### config.mk
export PLATFORM = sky130hd
export DESIGN_NAME = sdram_arbiter
export DESIGN_NICKNAME = d
export VERILOG_FILES = /design/src/rtl/sdram_arbiter.sv
export SDC_FILE = /design/constraint.sdc
export NUM_CORES = 1
export LEC_CHECK = 0
export CORE_MARGIN = 5
export CORE_UTILIZATION = 35
export CTS_CLUSTER_DIAMETER = 50
export CTS_CLUSTER_SIZE = 24
export DETAILED_ROUTE_END_ITERATION = 8
export PLACE_DENSITY = 0.71
export SLEW_MARGIN = 20
export SYNTH_ARGS = -nofsm -noshare
export SYNTH_HDL_FRONTEND = slang
export SYNTH_SLANG_ARGS = --single-unit
### constraint.sdc
create_clock -name clk -period 5.1 [get_ports clk]
set_input_delay 0.51 -clock clk [delete_from_list [all_inputs] [get_ports clk]]
set_output_delay 0.51 -clock clk [all_outputs]
set_load 0.01 [all_outputs]
### src/rtl/sdram_arbiter.sv
// sdram_arbiter: two-port request arbiter in front of an SDRAM controller.
// Work is served in fixed 8-clock slots. Refresh has the highest priority,
// then port 0 (CPU), then port 1 (loader/DMA). All command outputs are registered.
`timescale 1ns/1ps
module sdram_arbiter #(
  parameter int REFRESH_CYCLES = 250
) (
  input  logic        clk,
  input  logic        reset_n,
  input  logic        ready,
  // port 0 (CPU)
  input  logic        p0_req,
  input  logic        p0_we,
  input  logic [21:0] p0_addr,
  input  logic [15:0] p0_din,
  input  logic [1:0]  p0_ds,
  output logic        p0_busy,
  output logic        p0_ack,
  output logic [15:0] p0_dout,
  // port 1 (loader/DMA)
  input  logic        p1_req,
  input  logic        p1_we,
  input  logic [21:0] p1_addr,
  input  logic [15:0] p1_din,
  input  logic [1:0]  p1_ds,
  output logic        p1_busy,
  output logic        p1_ack,
  output logic [15:0] p1_dout,
  // controller command bus
  output logic        cs,
  output logic        we,
  output logic [21:0] addr,
  output logic [15:0] din,
  output logic [1:0]  ds,
  output logic        refresh,
  input  logic [15:0] dout
);

  localparam int TW = (REFRESH_CYCLES > 2) ? $clog2(REFRESH_CYCLES) : 1;
  localparam logic [TW-1:0] TIMER_LAST = TW'(REFRESH_CYCLES - 1);

  typedef enum logic [1:0] {IDLE, ACCESS, REFRESH} state_t;

  state_t        state;
  logic [2:0]    slot;
  logic          gnt_p1;          // port owning the current ACCESS slot
  logic [TW-1:0] timer;
  logic          refresh_pending;

  logic          p0_we_q, p1_we_q;
  logic [21:0]   p0_addr_q, p1_addr_q;
  logic [15:0]   p0_din_q, p1_din_q;
  logic [1:0]    p0_ds_q, p1_ds_q;

  logic slot_end, done_p0, done_p1, p0_wait, p1_wait;
  logic can_start, start_ref, start_p0, start_p1, wrap;

  // Slot-boundary decisions: who completes now and who starts next.
  // NOTE: every always_comb output gets a value on every path, otherwise a latch is inferred.
  always_comb begin
    slot_end  = (state != IDLE) && (slot == 3'd7);
    done_p0   = slot_end && (state == ACCESS) && !gnt_p1;
    done_p1   = slot_end && (state == ACCESS) && gnt_p1;
    // a port already in flight is not eligible for the next slot
    p0_wait   = p0_busy && !((state == ACCESS) && !gnt_p1);
    p1_wait   = p1_busy && !((state == ACCESS) && gnt_p1);
    can_start = ready && ((state == IDLE) || slot_end);
    start_ref = can_start && refresh_pending;
    start_p0  = can_start && !refresh_pending && p0_wait;
    start_p1  = can_start && !refresh_pending && !p0_wait && p1_wait;
    wrap      = (timer == TIMER_LAST);
  end

  // Refresh timer and the single pending-refresh flag.
  // NOTE: sequential state uses non-blocking assignments so every flop samples pre-edge values.
  always_ff @(posedge clk or negedge reset_n) begin
    if (!reset_n) begin
      timer           <= '0;
      refresh_pending <= 1'b0;
    end else begin
      timer <= wrap ? '0 : timer + TW'(1);
      if (wrap)
        refresh_pending <= 1'b1;
      else if (start_ref)
        refresh_pending <= 1'b0;
    end
  end

  // Port 0 request latch and completion.
  always_ff @(posedge clk or negedge reset_n) begin
    if (!reset_n) begin
      p0_busy   <= 1'b0;
      p0_ack    <= 1'b0;
      p0_dout   <= '0;
      p0_we_q   <= 1'b0;
      p0_addr_q <= '0;
      p0_din_q  <= '0;
      p0_ds_q   <= '0;
    end else begin
      p0_ack <= 1'b0;
      if (p0_req && !p0_busy) begin
        p0_busy   <= 1'b1;
        p0_we_q   <= p0_we;
        p0_addr_q <= p0_addr;
        p0_din_q  <= p0_din;
        p0_ds_q   <= p0_ds;
      end else if (done_p0) begin
        p0_busy <= 1'b0;
        p0_ack  <= 1'b1;
        if (!p0_we_q)
          p0_dout <= dout;
      end
    end
  end

  // Port 1 request latch and completion.
  always_ff @(posedge clk or negedge reset_n) begin
    if (!reset_n) begin
      p1_busy   <= 1'b0;
      p1_ack    <= 1'b0;
      p1_dout   <= '0;
      p1_we_q   <= 1'b0;
      p1_addr_q <= '0;
      p1_din_q  <= '0;
      p1_ds_q   <= '0;
    end else begin
      p1_ack <= 1'b0;
      if (p1_req && !p1_busy) begin
        p1_busy   <= 1'b1;
        p1_we_q   <= p1_we;
        p1_addr_q <= p1_addr;
        p1_din_q  <= p1_din;
        p1_ds_q   <= p1_ds;
      end else if (done_p1) begin
        p1_busy <= 1'b0;
        p1_ack  <= 1'b1;
        if (!p1_we_q)
          p1_dout <= dout;
      end
    end
  end

  // Slot engine: state, slot counter and registered command bus.
  always_ff @(posedge clk or negedge reset_n) begin
    if (!reset_n) begin
      state   <= IDLE;
      slot    <= '0;
      gnt_p1  <= 1'b0;
      cs      <= 1'b0;
      refresh <= 1'b0;
      we      <= 1'b0;
      addr    <= '0;
      din     <= '0;
      ds      <= '0;
    end else if (start_ref) begin
      state   <= REFRESH;
      slot    <= '0;
      cs      <= 1'b0;
      refresh <= 1'b1;
      we      <= 1'b0;
    end else if (start_p0 || start_p1) begin
      state   <= ACCESS;
      slot    <= '0;
      gnt_p1  <= start_p1;
      cs      <= 1'b1;
      refresh <= 1'b0;
      we      <= start_p1 ? p1_we_q   : p0_we_q;
      addr    <= start_p1 ? p1_addr_q : p0_addr_q;
      din     <= start_p1 ? p1_din_q  : p0_din_q;
      ds      <= start_p1 ? p1_ds_q   : p0_ds_q;
    end else if (state != IDLE) begin
      if (slot == 3'd7) begin
        state   <= IDLE;
        slot    <= '0;
        cs      <= 1'b0;
        refresh <= 1'b0;
      end else begin
        slot    <= slot + 3'd1;
        // cs covers cycles 0-5, refresh cycles 0-3; the tail is always low
        cs      <= (state == ACCESS)  && (slot < 3'd5);
        refresh <= (state == REFRESH) && (slot < 3'd3);
      end
    end
  end

endmodule

==> results of run 1 <==
-- cell type report --
class | count | area share [%]
well taps | 275 | 3.392
repair buffers | 188 | 18.55
multi-input cells | 273 | 28.32
inverters | 7 | 0.2590
clock inverters | 11 | 1.529
clock buffers | 21 | 4.539
flip-flops and latches | 176 | 43.41
-- through the flow --
stage	area, um^2	utilization (%)	setup WS [ns]	std cells
6_report	10140	48.41	2.141	951
5_1_grt	10140	48.41	2.002	951
4_1_cts	10130	48.36	2.105	950
3_5_place_dp	9518	45.42	2.056	918
3_3_place_gp	9518	45.42	2.099	918
2_1_floorplan	7422	-	3.121	479
-- state kept, by name, summed over array words and instances, names as in the netlist, 2 cells and up --
| signal | count |
|---|---|
| addr | 22 |
| din | 16 |
| ds | 2 |
| p0_addr_q | 22 |
| p0_din_q | 16 |
| p0_dout | 16 |
| p0_ds_q | 2 |
| p1_addr_q | 22 |
| p1_din_q | 16 |
| p1_dout | 16 |
| p1_ds_q | 2 |
| slot | 3 |
| state | 2 |
| timer | 8 |
-- synth_stat cells (all sizes together) (2+ instances only) --
master | number | area [um^2]
clkbuf | 4 | 15.01
a21oi | 4 | 20.02
inv | 7 | 26.28
nand2 | 7 | 26.28
o211ai | 2 | 15.01
xor2 | 3 | 26.28
and4 | 2 | 17.52
or2 | 2 | 12.51
buf | 19 | 120.1
nor2b | 3 | 26.27
nor3 | 2 | 10.01
nand3b | 2 | 15.01
nand3 | 3 | 15.01
or3 | 2 | 12.51
dfrtp | 176 | 4404
o21ai | 10 | 53.80
nor2 | 16 | 65.06
mux2 | 194 | 2323
ha | 4 | 50.05
-- worst paths after layout --
kind / startpoint / end / slack (ns) / depth (start not counted)
setup / recovery: slot[0] / ds[1] / 2.14 / 6
hold / removal: reset_n / p0_dout[3] / 0.14 / 1
setup reg to reg: slot[0] / ds[1] / 2.14 / 6
hold reg to reg: timer[7] / timer[7] / 0.50 / 1
max in group asynchronous: reset_n / slot[1] / 3.92 / 2
min in group clk: timer[7] / timer[7] / 0.50 / 1
-- power breakdown --
group,internal [W],switching [W]
sequential,0.00201,0.000356
combinational,0.00152,0.000861
clock,0.000802,0.000542
-- worst max-delay path: stages (launching register included) --
cell,delay [ns]
sky130_fd_sc_hd__dfrtp_1,0.42
sky130_fd_sc_hd__ha_1,0.22
sky130_fd_sc_hd__ha_1,0.27
sky130_fd_sc_hd__o21ai_2,0.29
sky130_fd_sc_hd__or3_2,0.81
sky130_fd_sc_hd__buf_4,0.47
sky130_fd_sc_hd__mux2_2,0.37
-- logic make-up after synthesis --
kind of cell,after synthesis,share of synthesized area (%)
and+or+nand+nor,46,3.658
adders and majority gates,4,0.6743
buffers and inverters,30,2.175
DFF,176,59.34
muxes,195,31.44
xor gates and xnor gates,4,0.4721
AOI/OAI and AO/OA,24,2.242
-- metal layers --
layer / vias up / GRT usage [%] / wire (um) / part of all wire [%]
met5: - / 0 / 0 / 0
met4: 0 / 3.793 / 182 / 1.0
met3: 11 / 3.190 / 800 / 4.6
met2: 106 / 25.44 / 8933 / 51
met1: 2364 / 18.10 / 7453 / 43
li1: 2068 / - / - / -
==> flow_summary.rst, run 1 <==
.. list-table::
   :header-rows: 1

   * - Metric
     - Value
   * - Pin count of the biggest net entering global routing
     - 90
   * - Hpwl dp
     - approximately 12,000 um
   * - Mean post-synth cell area
     - approximately 15 um^2
   * - Critical Setup Path Class
     - reg2reg
   * - Number of synthesis warnings
     - 0
   * - Post-layout minimum cycle time
     - between 2 and 3 ns
   * - Commonest non-fill, non-tap cell in the layout
     - sky130_fd_sc_hd__clkdlybuf4s50_1
   * - Number of max-slew violations in the final report
     - 0
   * - Ports
     - ~180
   * - Most used cells in the layout excluding fill and tap cells
     - sky130_fd_sc_hd__clkdlybuf4s50_1 (180), sky130_fd_sc_hd__dfrtp_1 (176), sky130_fd_sc_hd__mux2_2 (140), sky130_fd_sc_hd__mux2_4 (37)
   * - Max Root-Sink Buffers
     - 2
   * - Run status
     - finished, final reports clean
   * - Power density relative to cell area
     - around 600 nW/um^2
   * - Average wire per cell in the routed design
     - roughly 18 um
   * - Gp weighted congestion
     - roughly 0.78
   * - Clk Latency, worst-skew pair
     - ~0.42 ns
   * - Max-slew headroom
     - 36.91%
   * - Worst hold margin
     - approximately 0.14 ns
   * - Final hold viol count
     - 0
   * - Sequential cell area in the final layout
     - 4404 um^2
   * - Gate count after technology mapping
     - 479
   * - Startpoint type of the worst setup path
     - flip-flop
   * - Starting utilization of the core area
     - about 35%
   * - Crit path max fanout
     - 27
   * - Remaining design rule violation count
     - 0
   * - Worst Path Required
     - around 5.4 ns
   * - Drt total wl
     - 17,370 um
   * - Std cell rows
     - 53
   * - Period utilization
     - between 50% and 60%
   * - Final-stage net count
     - 770
   * - Max-cap violations
     - 0
   * - Max IR drop VDD
     - ~0.27 mV
   * - Chip height
     - around 160 um
   * - Netlist cell types
     - 44
   * - Total negative setup slack
     - 0 ns
   * - Static leakage
     - 4.438 nW
   * - Core area
     - between 20,000 and 25,000 um^2
   * - Async set-reset flop share out of synthesis
     - 100.0%
   * - Count of fill cells added during filler insertion
     - ~1,800
   * - Buffer type at the clock tree root
     - sky130_fd_sc_hd__clkbuf_16
   * - Max Clock Freq
     - ~340 MHz
   * - Post-synthesis instance area
     - 7422 um^2
   * - EDFF count, synth
     - 0
   * - Clock tree skew after final layout
     - about 0.0094 ns
   * - Setup repair after global routing missed its margin
     - false
   * - # diodes
     - 0
   * - Total CTS buffers
     - 17
   * - Total gr overflow
     - 0
   * - Clock tree from TritonCTS
     - built
   * - Area occupied by multi-input gates
     - between 2000 and 3000 um^2
   * - Clock-pin slew reported for the worst setup and hold paths after clock tree synthesis
     - around 0.060 ns
   * - CTS resizes
     - 0
   * - Type of element capturing the critical path
     - flip-flop
   * - Transition time at the pin with the least slew margin
     - around 0.95 ns
   * - Global-route usage over all layers
     - between 10% and 20%
   * - Antenna-violating nets left
     - 0
   * - Sink count of the clock tree
     - roughly 180
   * - Setup violations, final
     - 0
   * - Die boundary width
     - ~160 um
   * - Length of the first detailed-routing pass in iterations
     - 4
   * - First-pass GRT wire length
     - roughly 28,000 um
   * - Post-CTS Setup Bufs
     - 0
   * - Hold Crit Class
     - in2async
   * - Layout overhead on the synthesized area
     - 36.68%
   * - Vias in the first global route
     - 5,115
   * - CTS Hold Bufs
     - 0
   * - Arrival time reported for the critical path endpoint
     - 3.26 ns
   * - Die footprint
     - around 24,000 um^2
   * - I/O Buffers
     - 181
   * - Fraction of layout instances using a drive strength above 1
     - about a third
   * - Vias per cell
     - around 4.8
   * - Dominant synthesized flop cell
     - sky130_fd_sc_hd__dfrtp_1
   * - Post-synthesis register bit count
     - around 180
   * - Initial antenna violation count
     - 0
   * - Syn Nets
     - approximately 600
   * - Number of levels the H-tree was split into
     - 4
   * - Number of DRC markers after the initial detailed-route iteration
     - approximately 240
   * - Sequential cell area fraction in the yosys report
     - approximately 60%
   * - Final Total Pwr
     - 0.006086 W
   * - Via count
     - 4,549
Power figures use the tool's default switching activity.
==> run 2: changes to the inputs <==
--- a/config.mk
+++ b/config.mk
@@ -10,7 +10,7 @@
 export CTS_CLUSTER_DIAMETER = 50
 export CTS_CLUSTER_SIZE = 24
 export DETAILED_ROUTE_END_ITERATION = 8
-export PLACE_DENSITY = 0.71
+export PLACE_DENSITY = 0.73
 export SLEW_MARGIN = 20
 export SYNTH_ARGS = -nofsm -noshare
 export SYNTH_HDL_FRONTEND = slang
==> constraint.sdc (replaced) <==
create_clock -name clk -period 2.7 [get_ports clk]
set_input_delay 0.27 -clock clk [delete_from_list [all_inputs] [get_ports clk]]
set_output_delay 0.27 -clock clk [all_outputs]
set_load 0.01 [all_outputs]
==> flow_summary.rst, run 2 (synthesis results as in run 1) <==
.. list-table::
   :header-rows: 1

   * - Metric
     - Value
   * - Run status
     - finished, final reports clean
   * - Total net switching power
     - 0.003329 W (+89%)
   * - Total CTS buffers
     - 17 (unchanged)
   * - Type of element capturing the critical path
     - flip-flop
   * - Clock-pin slew reported for the worst setup and hold paths after clock tree synthesis
     - 0.07 ns (about the same)
   * - Std cell rows
     - 53 (unchanged)
   * - Sequential fraction of design power
     - 39.4% (+0.6 points)
   * - Clk Latency, worst-skew pair
     - 0.41 ns (about the same)
   * - Worst Path Required
     - 2.99 ns (-2.41 ns)
   * - Final hold viol count
     - 0 (unchanged)
   * - Max-cap violations
     - 0 (unchanged)
   * - Arrival time reported for the critical path endpoint
     - 2.61 ns (-0.65 ns)
   * - Max Root-Sink Buffers
     - 2 (unchanged)
   * - CP Buf/Inv Count
     - 1 (unchanged)
   * - Die boundary width
     - 155.6 um (unchanged)
   * - Max-slew headroom
     - 56.51% (+20 points)
   * - Fraction of layout instances using a drive strength above 1
     - 34.21% (+0.49 points)
   * - Core area
     - 20,960 um^2 (unchanged)
   * - Startpoint of the worst setup timing path
     - slot[0]
   * - Number of max-slew violations in the final report
     - 0 (unchanged)
   * - Average wire per cell in the routed design
     - 18.04 um (-1.3%)
   * - Critical Setup Path Class
     - reg2reg
   * - Total negative setup slack
     - 0 ns (unchanged)
   * - Crit path max-delay cell type
     - sky130_fd_sc_hd__or3_2
   * - Length of the first detailed-routing pass in iterations
     - 4 (unchanged)
   * - Crit path max fanout
     - 22 (-19%)
   * - First-pass GRT wire length
     - 28,010 um (+0.97%)
   * - Chip height
     - 155.6 um (unchanged)
   * - Number of levels the H-tree was split into
     - 4 (unchanged)
   * - Max Clock Freq
     - 432.1 MHz (+28%)
   * - Setup violations, final
     - 0 (unchanged)
   * - Switching portion of total power
     - 29.22% (+0.31 points)
   * - Sink count of the clock tree
     - 176 (unchanged)
   * - I/O Buffers
     - 181 (unchanged)
   * - Internal Power
     - 0.008064 W (+86%)
   * - Initial antenna violation count
     - 0 (unchanged)
   * - Buffer type at the clock tree root
     - sky130_fd_sc_hd__clkbuf_16
   * - Post-layout minimum cycle time
     - 2.314 ns (-0.6441 ns)
   * - Count of fill cells added during filler insertion
     - 1,821 (+2.0%)
   * - Worst hold margin
     - 0.3859 ns (+0.2417 ns)
   * - Worst path top cell family by delay
     - adder cells
   * - Commonest non-fill, non-tap cell in the layout
     - sky130_fd_sc_hd__clkdlybuf4s50_1
   * - Max IR drop VDD
     - 0.6008 mV (+120%)
   * - Die footprint
     - 24,220 um^2 (unchanged)
   * - Hold Crit Class
     - in2async
   * - Transition time at the pin with the least slew margin
     - 0.6523 ns (-0.2940 ns)
   * - Vias per cell
     - 4.806 (+0.48%)
   * - # diodes
     - 0 (unchanged)
   * - Worst-path cell chain
     - ha_1 -> ha_1 -> o21ai_2 -> or3_2 -> buf_4 -> mux2_4
   * - Static leakage
     - 4.468 nW (+0.68%)
   * - Clock tree from TritonCTS
     - built
   * - Share of total power in the clock network
     - 21.2% (-0.9 points)
   * - Most used cells in the layout excluding fill and tap cells
     - sky130_fd_sc_hd__clkdlybuf4s50_1 (180), sky130_fd_sc_hd__dfrtp_1 (176), sky130_fd_sc_hd__mux2_2 (140), sky130_fd_sc_hd__mux2_4 (37)
   * - Dpl ws
     - 0.4332 ns (-1.622 ns)
   * - Finished Cell Area
     - 10,170 um^2 (+0.28%)
   * - Reg2reg path depth
     - 6 (unchanged)
   * - Worst path setup slack after routing
     - 0.3855 ns (-1.756 ns)
   * - Starting utilization of the core area
     - 35.42% (unchanged)
   * - Via count
     - 4,595 (+1.0%)
   * - Final std cells w/o fill
     - 956 (+0.53%)
   * - Power density relative to cell area
     - 1120 nW/um^2 (+87%)
   * - Gp weighted congestion
     - 0.8006 (+3.0%)
   * - Total gr overflow
     - 0 (unchanged)
   * - Post-CTS Setup Bufs
     - 0 (unchanged)
   * - Vias in the first global route
     - 5,231 (+2.3%)
   * - Drt total wl
     - 17,240 um (-0.74%)
   * - Critical register-to-register path startpoint
     - slot[0]
   * - Layout overhead on the synthesized area
     - 37.07%
   * - Cell count after placement
     - 923 (+0.54%)
   * - Delay of the slowest cell on the worst path
     - 0.45 ns (-0.36 ns)
   * - Placement Cell Area
     - 9580 um^2 (+0.66%)
   * - Comb pwr share
     - 39.4% (+0.3 points)
   * - Period utilization
     - 85.72% (+28 points)
   * - Reg2Reg Setup Slack
     - 0.39 ns (-1.76 ns)
   * - Top Registers
     - addr (22), p0_addr_q (22), p1_addr_q (22)
   * - Remaining design rule violation count
     - 0 (unchanged)
   * - Startpoint type of the worst setup path
     - flip-flop
   * - Ports
     - 182 (unchanged)
   * - Most used cell, CP
     - sky130_fd_sc_hd__ha_1
   * - Antenna-violating nets left
     - 0 (unchanged)
   * - Setup repair after global routing missed its margin
     - false
   * - Global-route usage over all layers
     - 14.59% (+0.12 points)
   * - Number of DRC markers after the initial detailed-route iteration
     - 84 (-64%)
   * - Reg-to-Reg End
     - addr[6]
   * - Pin count of the biggest net entering global routing
     - 59 (-34%)
   * - Clock tree skew after final layout
     - 0.008333 ns (-0.001073 ns)
   * - Hpwl dp
     - 12,220 um (-0.37%)
   * - Final-stage net count
     - 775 (+0.65%)
[run 2: cell count changes in the layout (fill, tap and decap cells not counted), sizes merged]
cell / before / now
clkbuf: 21 / 22
dlygate4sd3: 0 / 1
clkinvlp: 4 / 2
bufinv: 3 / 1
buf: 8 / 12
inv: 8 / 11
[run 2: power groups by stage]
stage	clock network, W	registers, W	logic, W
floorplan	0	0.00454	0.00263
global placement	0	0.00445	0.00441
detailed placement	0	0.00453	0.00456
CTS	0.00249	0.00450	0.00457
global route	0.00260	0.00463	0.00482
finish	0.00242	0.00449	0.00449
[run 2: what timing repair did]
item | CTS | global route
resized for setup | 0 | 0
hold buffers | 1 | 0
setup endpoints to repair | 0 | 0
endpoints found under the hold margin | 55 | 0
[run 2: area by class of cell]
cell class,count,area [um^2],share of cell area (%)
clock buffer,22,484.2,4.760
clock inverter,10,98.84,0.9716
inverter,7,26.28,0.2583
multi-input combinational,273,2873,28.24
sequential,176,4404,43.29
tap,275,344.1,3.382
timing repair buffer,193,1943,19.10
[run 2: worst max-delay path by stage]
stage,cells past startpoint,slack [ns],to
3_5_place_dp,6,0.43,addr[6]
6_report,6,0.39,addr[6]
4_1_cts,6,0.42,addr[6]
2_1_floorplan,7,0.72,addr[0]
5_1_grt,6,0.32,addr[6]
3_3_place_gp,6,0.52,addr[4]
[run 2: routing by layer]
layer,vias up,part of all wire [%],GRT usage [%]
met2,130,53,26.08
met1,2372,41,17.25
met3,12,5.6,4.327
met5,-,0,0
met4,0,0.88,3.627
li1,2081,-,-
[run 2: stage by stage]
step / utilization (%) / power, W
2_1_floorplan: - / 0.007173
3_3_place_gp: 45.72 / 0.008862
3_5_place_dp: 45.72 / 0.009089
4_1_cts: 48.55 / 0.01156
5_1_grt: 48.55 / 0.01205
6_report: 48.55 / 0.01139
==> run 3: changes to the inputs <==
--- a/config.mk
+++ b/config.mk
@@ -5,6 +5,7 @@
 export SDC_FILE = /design/constraint.sdc
 export NUM_CORES = 1
 export LEC_CHECK = 0
+export ABC_AREA = 0
 export CORE_MARGIN = 5
 export CORE_UTILIZATION = 35
 export CTS_CLUSTER_DIAMETER = 50
==> results of run 3 <==
Same layout as run 2: the final DEF is identical, and so are final timing and power.
